===== config.mk =====
export PLATFORM = sky130hd
export DESIGN_NAME = iob2axi_wr_burst_ctrl_flat
export DESIGN_NICKNAME = d
export VERILOG_FILES = /design/src/rtl/iob2axi_wr_burst_ctrl_if.sv /design/src/rtl/iob2axi_wr_burst_ctrl.sv /design/src/flat_wrapper.sv
export SDC_FILE = /design/constraint.sdc
export NUM_CORES = 1
export LEC_CHECK = 0
export ABC_AREA = 1
export ABC_CLOCK_PERIOD_IN_PS = 3970
export BUFFER_PORTS_ARGS = -buffer_cell sky130_fd_sc_hd__buf_2
export CORE_ASPECT_RATIO = 1.5
export CORE_MARGIN = 3
export CORE_UTILIZATION = 51
export CTS_BUF_LIST = sky130_fd_sc_hd__clkbuf_8
export CTS_CLUSTER_DIAMETER = 40
export CTS_CLUSTER_SIZE = 14
export DETAILED_ROUTE_END_ITERATION = 8
export PLACE_DENSITY = 0.84
export RECOVER_POWER = 100
export SLEW_MARGIN = 20
export SYNTH_ARGS = -nofsm -noshare
export SYNTH_HDL_FRONTEND = slang
export SYNTH_SLANG_ARGS = --single-unit

===== constraint.sdc =====
create_clock -name clk -period 3.97 [get_ports clk]
set_input_delay 0.9925 -clock clk [delete_from_list [all_inputs] [get_ports clk]]
set_output_delay 0.9925 -clock clk [all_outputs]
set_load 0.01 [all_outputs]

===== src/rtl/iob2axi_wr_burst_ctrl_if.sv =====
// Bundle of the job, upstream stream and engine-side signals of the burst sequencer.
// master = the sequencer, slave = whatever sits around it (job source, data source, engine).
interface iob2axi_wr_burst_ctrl_if #(
   parameter int ADDR_W = 32,
   parameter int DATA_W = 32,
   parameter int LEN_W  = 8,
   parameter int CNT_W  = 16
);
   localparam int BYTES = DATA_W / 8;

   // job control
   logic              start;
   logic [ADDR_W-1:0] addr;
   logic [CNT_W-1:0]  nwords;
   logic              busy;
   logic              done;
   logic              error;

   // upstream data stream
   logic              in_valid;
   logic [DATA_W-1:0] in_wdata;
   logic [BYTES-1:0]  in_wstrb;
   logic              in_ready;

   // write engine side
   logic [LEN_W-1:0]  wr_length;
   logic              wr_ready;
   logic              wr_error;
   logic              s_valid;
   logic [ADDR_W-1:0] s_addr;
   logic [DATA_W-1:0] s_wdata;
   logic [BYTES-1:0]  s_wstrb;
   logic              s_ready;

   modport master (
      input  start, addr, nwords, in_valid, in_wdata, in_wstrb, wr_ready, wr_error, s_ready,
      output busy, done, error, in_ready, wr_length, s_valid, s_addr, s_wdata, s_wstrb
   );

   modport slave (
      output start, addr, nwords, in_valid, in_wdata, in_wstrb, wr_ready, wr_error, s_ready,
      input  busy, done, error, in_ready, wr_length, s_valid, s_addr, s_wdata, s_wstrb
   );
endinterface


===== src/rtl/iob2axi_wr_burst_ctrl.sv =====
// Burst sequencer in front of the iob2axi_wr engine: splits one DMA write job into
// INCR bursts of at most 2^LEN_W beats that never cross a 4 KB page, programs the
// engine per burst, forwards the data stream and accumulates burst errors.
module iob2axi_wr_burst_ctrl #(
   parameter int ADDR_W = 32,
   parameter int DATA_W = 32,
   parameter int LEN_W  = 8,
   parameter int CNT_W  = 16
) (
   input logic                    clk,
   input logic                    rst_n,
   iob2axi_wr_burst_ctrl_if.master bus
);
   localparam int BYTES = DATA_W / 8;
   localparam int SHIFT = $clog2(BYTES);
   // wide enough for a full 4 KB page in words and the whole word count, plus a guard bit
   localparam int AW    = ((CNT_W > 13) ? CNT_W : 13) + 1;
   localparam int BW    = LEN_W + 1;

   typedef enum logic [2:0] {
      S_IDLE, S_CALC, S_ISSUE, S_DATA, S_RESP, S_DONE
   } state_t;

   state_t            state_reg, state_next;
   logic [ADDR_W-1:0] cur_addr_reg, cur_addr_next;
   logic [CNT_W-1:0]  remaining_reg, remaining_next;
   logic [BW-1:0]     beats_reg, beats_next;
   logic [BW-1:0]     beat_cnt_reg, beat_cnt_next;
   logic [LEN_W-1:0]  wr_length_reg, wr_length_next;
   logic [ADDR_W-1:0] s_addr_reg, s_addr_next;
   logic              busy_reg, busy_next;
   logic              error_reg, error_next;
   logic              s_valid_c, in_ready_c;

   logic [AW-1:0]     room, rem_ext, max_ext, beats_calc;

   // Size of the next burst: min(words left, max burst, words left in the 4 KB page)
   always_comb begin
      room       = (AW'(4096) - AW'(cur_addr_reg[11:0])) >> SHIFT;
      rem_ext    = AW'(remaining_reg);
      max_ext    = AW'(1) << LEN_W;
      beats_calc = rem_ext;
      if (max_ext < beats_calc) beats_calc = max_ext;
      if (room < beats_calc)    beats_calc = room;
   end

   // Next-state and output decode of the job/burst sequencer
   always_comb begin
      state_next     = state_reg;
      cur_addr_next  = cur_addr_reg;
      remaining_next = remaining_reg;
      beats_next     = beats_reg;
      beat_cnt_next  = beat_cnt_reg;
      wr_length_next = wr_length_reg;
      s_addr_next    = s_addr_reg;
      busy_next      = busy_reg;
      error_next     = error_reg;
      s_valid_c      = 1'b0;
      in_ready_c     = 1'b0;
      case (state_reg)
         S_IDLE: begin
            if (bus.start) begin
               error_next = 1'b0;
               if (bus.nwords != '0) begin
                  cur_addr_next  = bus.addr;
                  remaining_next = bus.nwords;
                  busy_next      = 1'b1;
                  state_next     = S_CALC;
               end else begin
                  // empty job: report completion without touching the engine
                  state_next = S_DONE;
               end
            end
         end
         S_CALC: begin
            beats_next     = beats_calc[BW-1:0];
            wr_length_next = LEN_W'(beats_calc - AW'(1));
            s_addr_next    = cur_addr_reg;
            beat_cnt_next  = '0;
            state_next     = S_ISSUE;
         end
         S_ISSUE: begin
            // single-cycle address kick; no data beat is consumed here
            if (bus.wr_ready) begin
               s_valid_c  = 1'b1;
               state_next = S_DATA;
            end
         end
         S_DATA: begin
            s_valid_c  = bus.in_valid;
            in_ready_c = bus.s_ready;
            if (bus.in_valid && bus.s_ready) begin
               if (beat_cnt_reg == beats_reg - BW'(1)) begin
                  beat_cnt_next = '0;
                  state_next    = S_RESP;
               end else begin
                  beat_cnt_next = beat_cnt_reg + BW'(1);
               end
            end
         end
         S_RESP: begin
            // engine raises wr_ready again once the burst response is in
            if (bus.wr_ready) begin
               error_next     = error_reg | bus.wr_error;
               cur_addr_next  = cur_addr_reg + (ADDR_W'(beats_reg) << SHIFT);
               remaining_next = remaining_reg - CNT_W'(beats_reg);
               state_next     = (remaining_reg == CNT_W'(beats_reg)) ? S_DONE : S_CALC;
            end
         end
         S_DONE: begin
            busy_next  = 1'b0;
            state_next = S_IDLE;
         end
         default: state_next = S_IDLE;
      endcase
   end

   // State and datapath registers, cleared asynchronously so no job survives reset
   always_ff @(posedge clk or negedge rst_n) begin
      if (!rst_n) begin
         state_reg     <= S_IDLE;
         cur_addr_reg  <= '0;
         remaining_reg <= '0;
         beats_reg     <= '0;
         beat_cnt_reg  <= '0;
         wr_length_reg <= '0;
         s_addr_reg    <= '0;
         busy_reg      <= 1'b0;
         error_reg     <= 1'b0;
      end else begin
         state_reg     <= state_next;
         cur_addr_reg  <= cur_addr_next;
         remaining_reg <= remaining_next;
         beats_reg     <= beats_next;
         beat_cnt_reg  <= beat_cnt_next;
         wr_length_reg <= wr_length_next;
         s_addr_reg    <= s_addr_next;
         busy_reg      <= busy_next;
         error_reg     <= error_next;
      end
   end

   assign bus.busy      = busy_reg;
   assign bus.done      = (state_reg == S_DONE);
   assign bus.error     = error_reg;
   assign bus.in_ready  = in_ready_c;
   assign bus.s_valid   = s_valid_c;
   assign bus.wr_length = wr_length_reg;
   assign bus.s_addr    = s_addr_reg;
   assign bus.s_wdata   = bus.in_wdata;
   assign bus.s_wstrb   = bus.in_wstrb;
endmodule


===== src/flat_wrapper.sv =====
// flat-port wrapper written by rule: the top's interface ports become plain ports
module iob2axi_wr_burst_ctrl_flat 
#(
   parameter int ADDR_W = 32,
   parameter int DATA_W = 32,
   parameter int LEN_W  = 8,
   parameter int CNT_W  = 16
)
  (clk, rst_n, bus_start, bus_addr, bus_nwords, bus_in_valid, bus_in_wdata, bus_in_wstrb, bus_wr_ready, bus_wr_error, bus_s_ready, bus_busy, bus_done, bus_error, bus_in_ready, bus_wr_length, bus_s_valid, bus_s_addr, bus_s_wdata, bus_s_wstrb);
  iob2axi_wr_burst_ctrl_if #(.ADDR_W(ADDR_W), .DATA_W(DATA_W), .LEN_W(LEN_W), .CNT_W(CNT_W)) bus_i ();
  input logic clk;
  input logic rst_n;
  input wire logic [$bits(bus_i.start)-1:0] bus_start;
  input wire logic [$bits(bus_i.addr)-1:0] bus_addr;
  input wire logic [$bits(bus_i.nwords)-1:0] bus_nwords;
  input wire logic [$bits(bus_i.in_valid)-1:0] bus_in_valid;
  input wire logic [$bits(bus_i.in_wdata)-1:0] bus_in_wdata;
  input wire logic [$bits(bus_i.in_wstrb)-1:0] bus_in_wstrb;
  input wire logic [$bits(bus_i.wr_ready)-1:0] bus_wr_ready;
  input wire logic [$bits(bus_i.wr_error)-1:0] bus_wr_error;
  input wire logic [$bits(bus_i.s_ready)-1:0] bus_s_ready;
  output wire logic [$bits(bus_i.busy)-1:0] bus_busy;
  output wire logic [$bits(bus_i.done)-1:0] bus_done;
  output wire logic [$bits(bus_i.error)-1:0] bus_error;
  output wire logic [$bits(bus_i.in_ready)-1:0] bus_in_ready;
  output wire logic [$bits(bus_i.wr_length)-1:0] bus_wr_length;
  output wire logic [$bits(bus_i.s_valid)-1:0] bus_s_valid;
  output wire logic [$bits(bus_i.s_addr)-1:0] bus_s_addr;
  output wire logic [$bits(bus_i.s_wdata)-1:0] bus_s_wdata;
  output wire logic [$bits(bus_i.s_wstrb)-1:0] bus_s_wstrb;
  assign bus_i.start = bus_start;
  assign bus_i.addr = bus_addr;
  assign bus_i.nwords = bus_nwords;
  assign bus_i.in_valid = bus_in_valid;
  assign bus_i.in_wdata = bus_in_wdata;
  assign bus_i.in_wstrb = bus_in_wstrb;
  assign bus_i.wr_ready = bus_wr_ready;
  assign bus_i.wr_error = bus_wr_error;
  assign bus_i.s_ready = bus_s_ready;
  assign bus_busy = bus_i.busy;
  assign bus_done = bus_i.done;
  assign bus_error = bus_i.error;
  assign bus_in_ready = bus_i.in_ready;
  assign bus_wr_length = bus_i.wr_length;
  assign bus_s_valid = bus_i.s_valid;
  assign bus_s_addr = bus_i.s_addr;
  assign bus_s_wdata = bus_i.s_wdata;
  assign bus_s_wstrb = bus_i.s_wstrb;
  iob2axi_wr_burst_ctrl #(.ADDR_W(ADDR_W), .DATA_W(DATA_W), .LEN_W(LEN_W), .CNT_W(CNT_W)) u_core (.clk(clk), .rst_n(rst_n), .bus(bus_i));
endmodule

==> results_dict.tcl <==
set metrics [dict create \
    fin_tns_setup_ps 0 \
    syn_to_final_growth_pct 8.84 \
    cts_buffer_depth 2 \
    num-nets-final 1164 \
    crit_arrival_ps 3980 \
    drc 0 \
    p_per_area_nw_per_um2 798 \
    syn_area_sq_um 7280 \
    die_area_sq_um 15800 \
    place_ws_ps 195 \
    cp_slowest_cell "dfrtp_1" \
    coreArea_sq_um 13700 \
    setup_viol 0 \
    violations "max-capacitance violations, max-slew violations" \
    antenna_found_initial 0 \
    avgSynthCellArea_sq_um 7.43 \
    fin_crit_sh_pct 93.2 \
    synth_edf_count 0 \
    drt.antenna.violating_nets 0 \
    fmax_ghz 0.270 \
    drive_above_1_share_pct 10.5 \
    drt_wl_total_um 17800 \
    die_h_um 152 \
    maxSlewHeadroom_pct -76.3 \
    drt-initial-drc-count 342 \
    dp_hpwl_um 13400 \
    initial_core_util_pct 53.0 \
    status "finished with violations" \
    final_area_sq_um 7920 \
    vias_per_cell 5.31 \
    io_buffers 99 \
    dpl-instance-area_sq_um 7710 \
    routabilityCongestion 0.923 \
    cpPeakStageDelay_ps 430 \
    yosys_warnings 0 \
    grt_overflow 0 \
    hold_path.class "reg -> reg" \
    synth_top_area_share_pct 38.2 \
    cp.required_ps 4250 \
    path_clk_slew_ps 100 \
    clock_skew_ps 14.1 \
    final_cells 1234 \
    cp-start-kind "flop" \
    cts_root_buffer "clkbuf_8" \
    synth_seq_cells 111 \
    synth_most_common_cell "nand2_1" \
    ys.flop_type "dfrtp_1" \
    routedWlPerCell_um 14.4 \
    vias 6552 \
    grt_usage_pct 22.7 \
    cts_tree "built" \
    grt_pass1_vias 6474 \
    yosysTopAreaCell "dfrtp_1" \
    ys_seq_area_share_pct 38.2 \
    cts_sinks 111 \
    num_rows 52 \
    finalHoldViolCount 0 \
    dpl.cell_count 1212 \
    timing.hold.ws_ps 488 \
    cellLeakagePower_uw 0.00376 \
    max-vdd-ir-drop_v 0.000354 \
    finalWorstSetupSlack_ps 269 \
    dieWidth_um 104 \
    cts_made_buffers 9 \
    grt_max_degree 67 \
    clock_latency_ps 390 \
    endpoint_kind "flop" \
    first_pass_iters 5 \
    async_reset_ff_share_pct 100 \
    fin_crit_ps 3700 \
    grt_pass1_wl_um 29700 \
    synth_common_cells "nand2_1 (210), inv_1 (119), dfrtp_1 (111), nor2_1 (100), o21ai_0 (96)" \
    drv_cap 1 \
    path_max_fanout 5 \
    ios 172 \
    htreeDepth 3 \
    finalMaxSlewViolations 49 \
    antenna_cells 0 \
    worst_pin_slew_ps 2640 \
    critPathKind "reg -> reg" \
    yosysUniqueCellTypes 44 \
    synth_area_leaders "dfrtp_1 (38%), nand2_1 (11%), o21ai_0 (6.6%)" \
    cts_hold_buf 0 \
    syn_inst 980 \
]
where the power goes:
group	total (uW)	internal [uW]	switching, uW
registers	2100	1630	465
logic	3510	1290	2220
clock network	709	298	411
kinds of logic after synthesis:
logic type / count (synthesis) / share of synthesized area (%)
xor gates and xnor gates: 43 / 5.18
AOI/OAI and AO/OA: 194 / 15.0
other: 1 / 0.0515
and+or+nand+nor: 410 / 24.0
buffers and inverters: 188 / 11.7
DFF: 111 / 38.2
adders and majority gates: 33 / 5.88
routing by layer:
metal	vias to the layer above	routed length [um]	GRT usage, %
met2	156	9370	41.7
met3	56	724	3.77
li1	3286	-	-
met1	3054	7010	25.4
met4	0	680	10.6
met5	-	0	0
final timing paths:
kind	start	endpoint	slack (ps)	cells past startpoint
setup / recovery	u_core.cur_addr_reg[2]$_DFFE_PN0P_	u_core.bus.wr_length[6]$_DFFE_PN0P_	270	28
hold / removal	u_core.bus.wr_length[7]$_DFFE_PN0P_	u_core.bus.wr_length[7]$_DFFE_PN0P_	490	2
setup reg to reg	u_core.cur_addr_reg[2]$_DFFE_PN0P_	u_core.bus.wr_length[6]$_DFFE_PN0P_	270	28
hold reg to reg	u_core.bus.wr_length[7]$_DFFE_PN0P_	u_core.bus.wr_length[7]$_DFFE_PN0P_	490	2
min in group asynchronous	rst_n	u_core.beat_cnt_reg[2]$_DFFE_PN0P_	1410	1
max in group asynchronous	rst_n	u_core.cur_addr_reg[0]$_DFFE_PN0P_	1060	1
layout by cell type (no fill, tap or decap), types with 31 or more instances in the layout:
cell type	n
buf_2	52
dfrtp_1	111
nand2_1	208
a21oi_1	45
xor2_1	33
clkbuf_1	47
nor2_1	96
inv_1	119
ha_1	31
nand3_1	43
o21ai_0	96
stage by stage:
stage	power [uW]	utilization [%]
floorplan	4680	-
global placement	5490	56.2
detailed placement	5600	56.2
CTS	6320	57.7
global route	6970	57.7
finish	6320	57.7
final cells by class:
cell class | instances | area, sq um
fillers | 1304 | 5810
well taps | 189 | 236
flip-flops and latches | 111 | 2780
clock buffers | 9 | 124
inverters | 122 | 458
repair buffers | 114 | 557
multi-input cells | 682 | 3690
clock inverters | 7 | 80.1
timing repair:
action                                 in CTS  in global routing
endpoints found under the hold margin       0                  0
gates resized for setup                     0                  9
setup endpoints to repair                   0                  7
setup buffers                               0                  6
worst max-delay path: cells and delay by family, from the launching register on:
| family | cells | cell delay [ps] |
|---|---|---|
| AOI/OAI and AO/OA | 1 | 250 |
| buffers and inverters | 7 | 700 |
| adders and majority gates | 2 | 390 |
| xor gates and xnor gates | 1 | 160 |
| DFF | 1 | 430 |
| and+or+nand+nor | 17 | 1680 |
No activity file was read; power rests on OpenSTA's default activity.
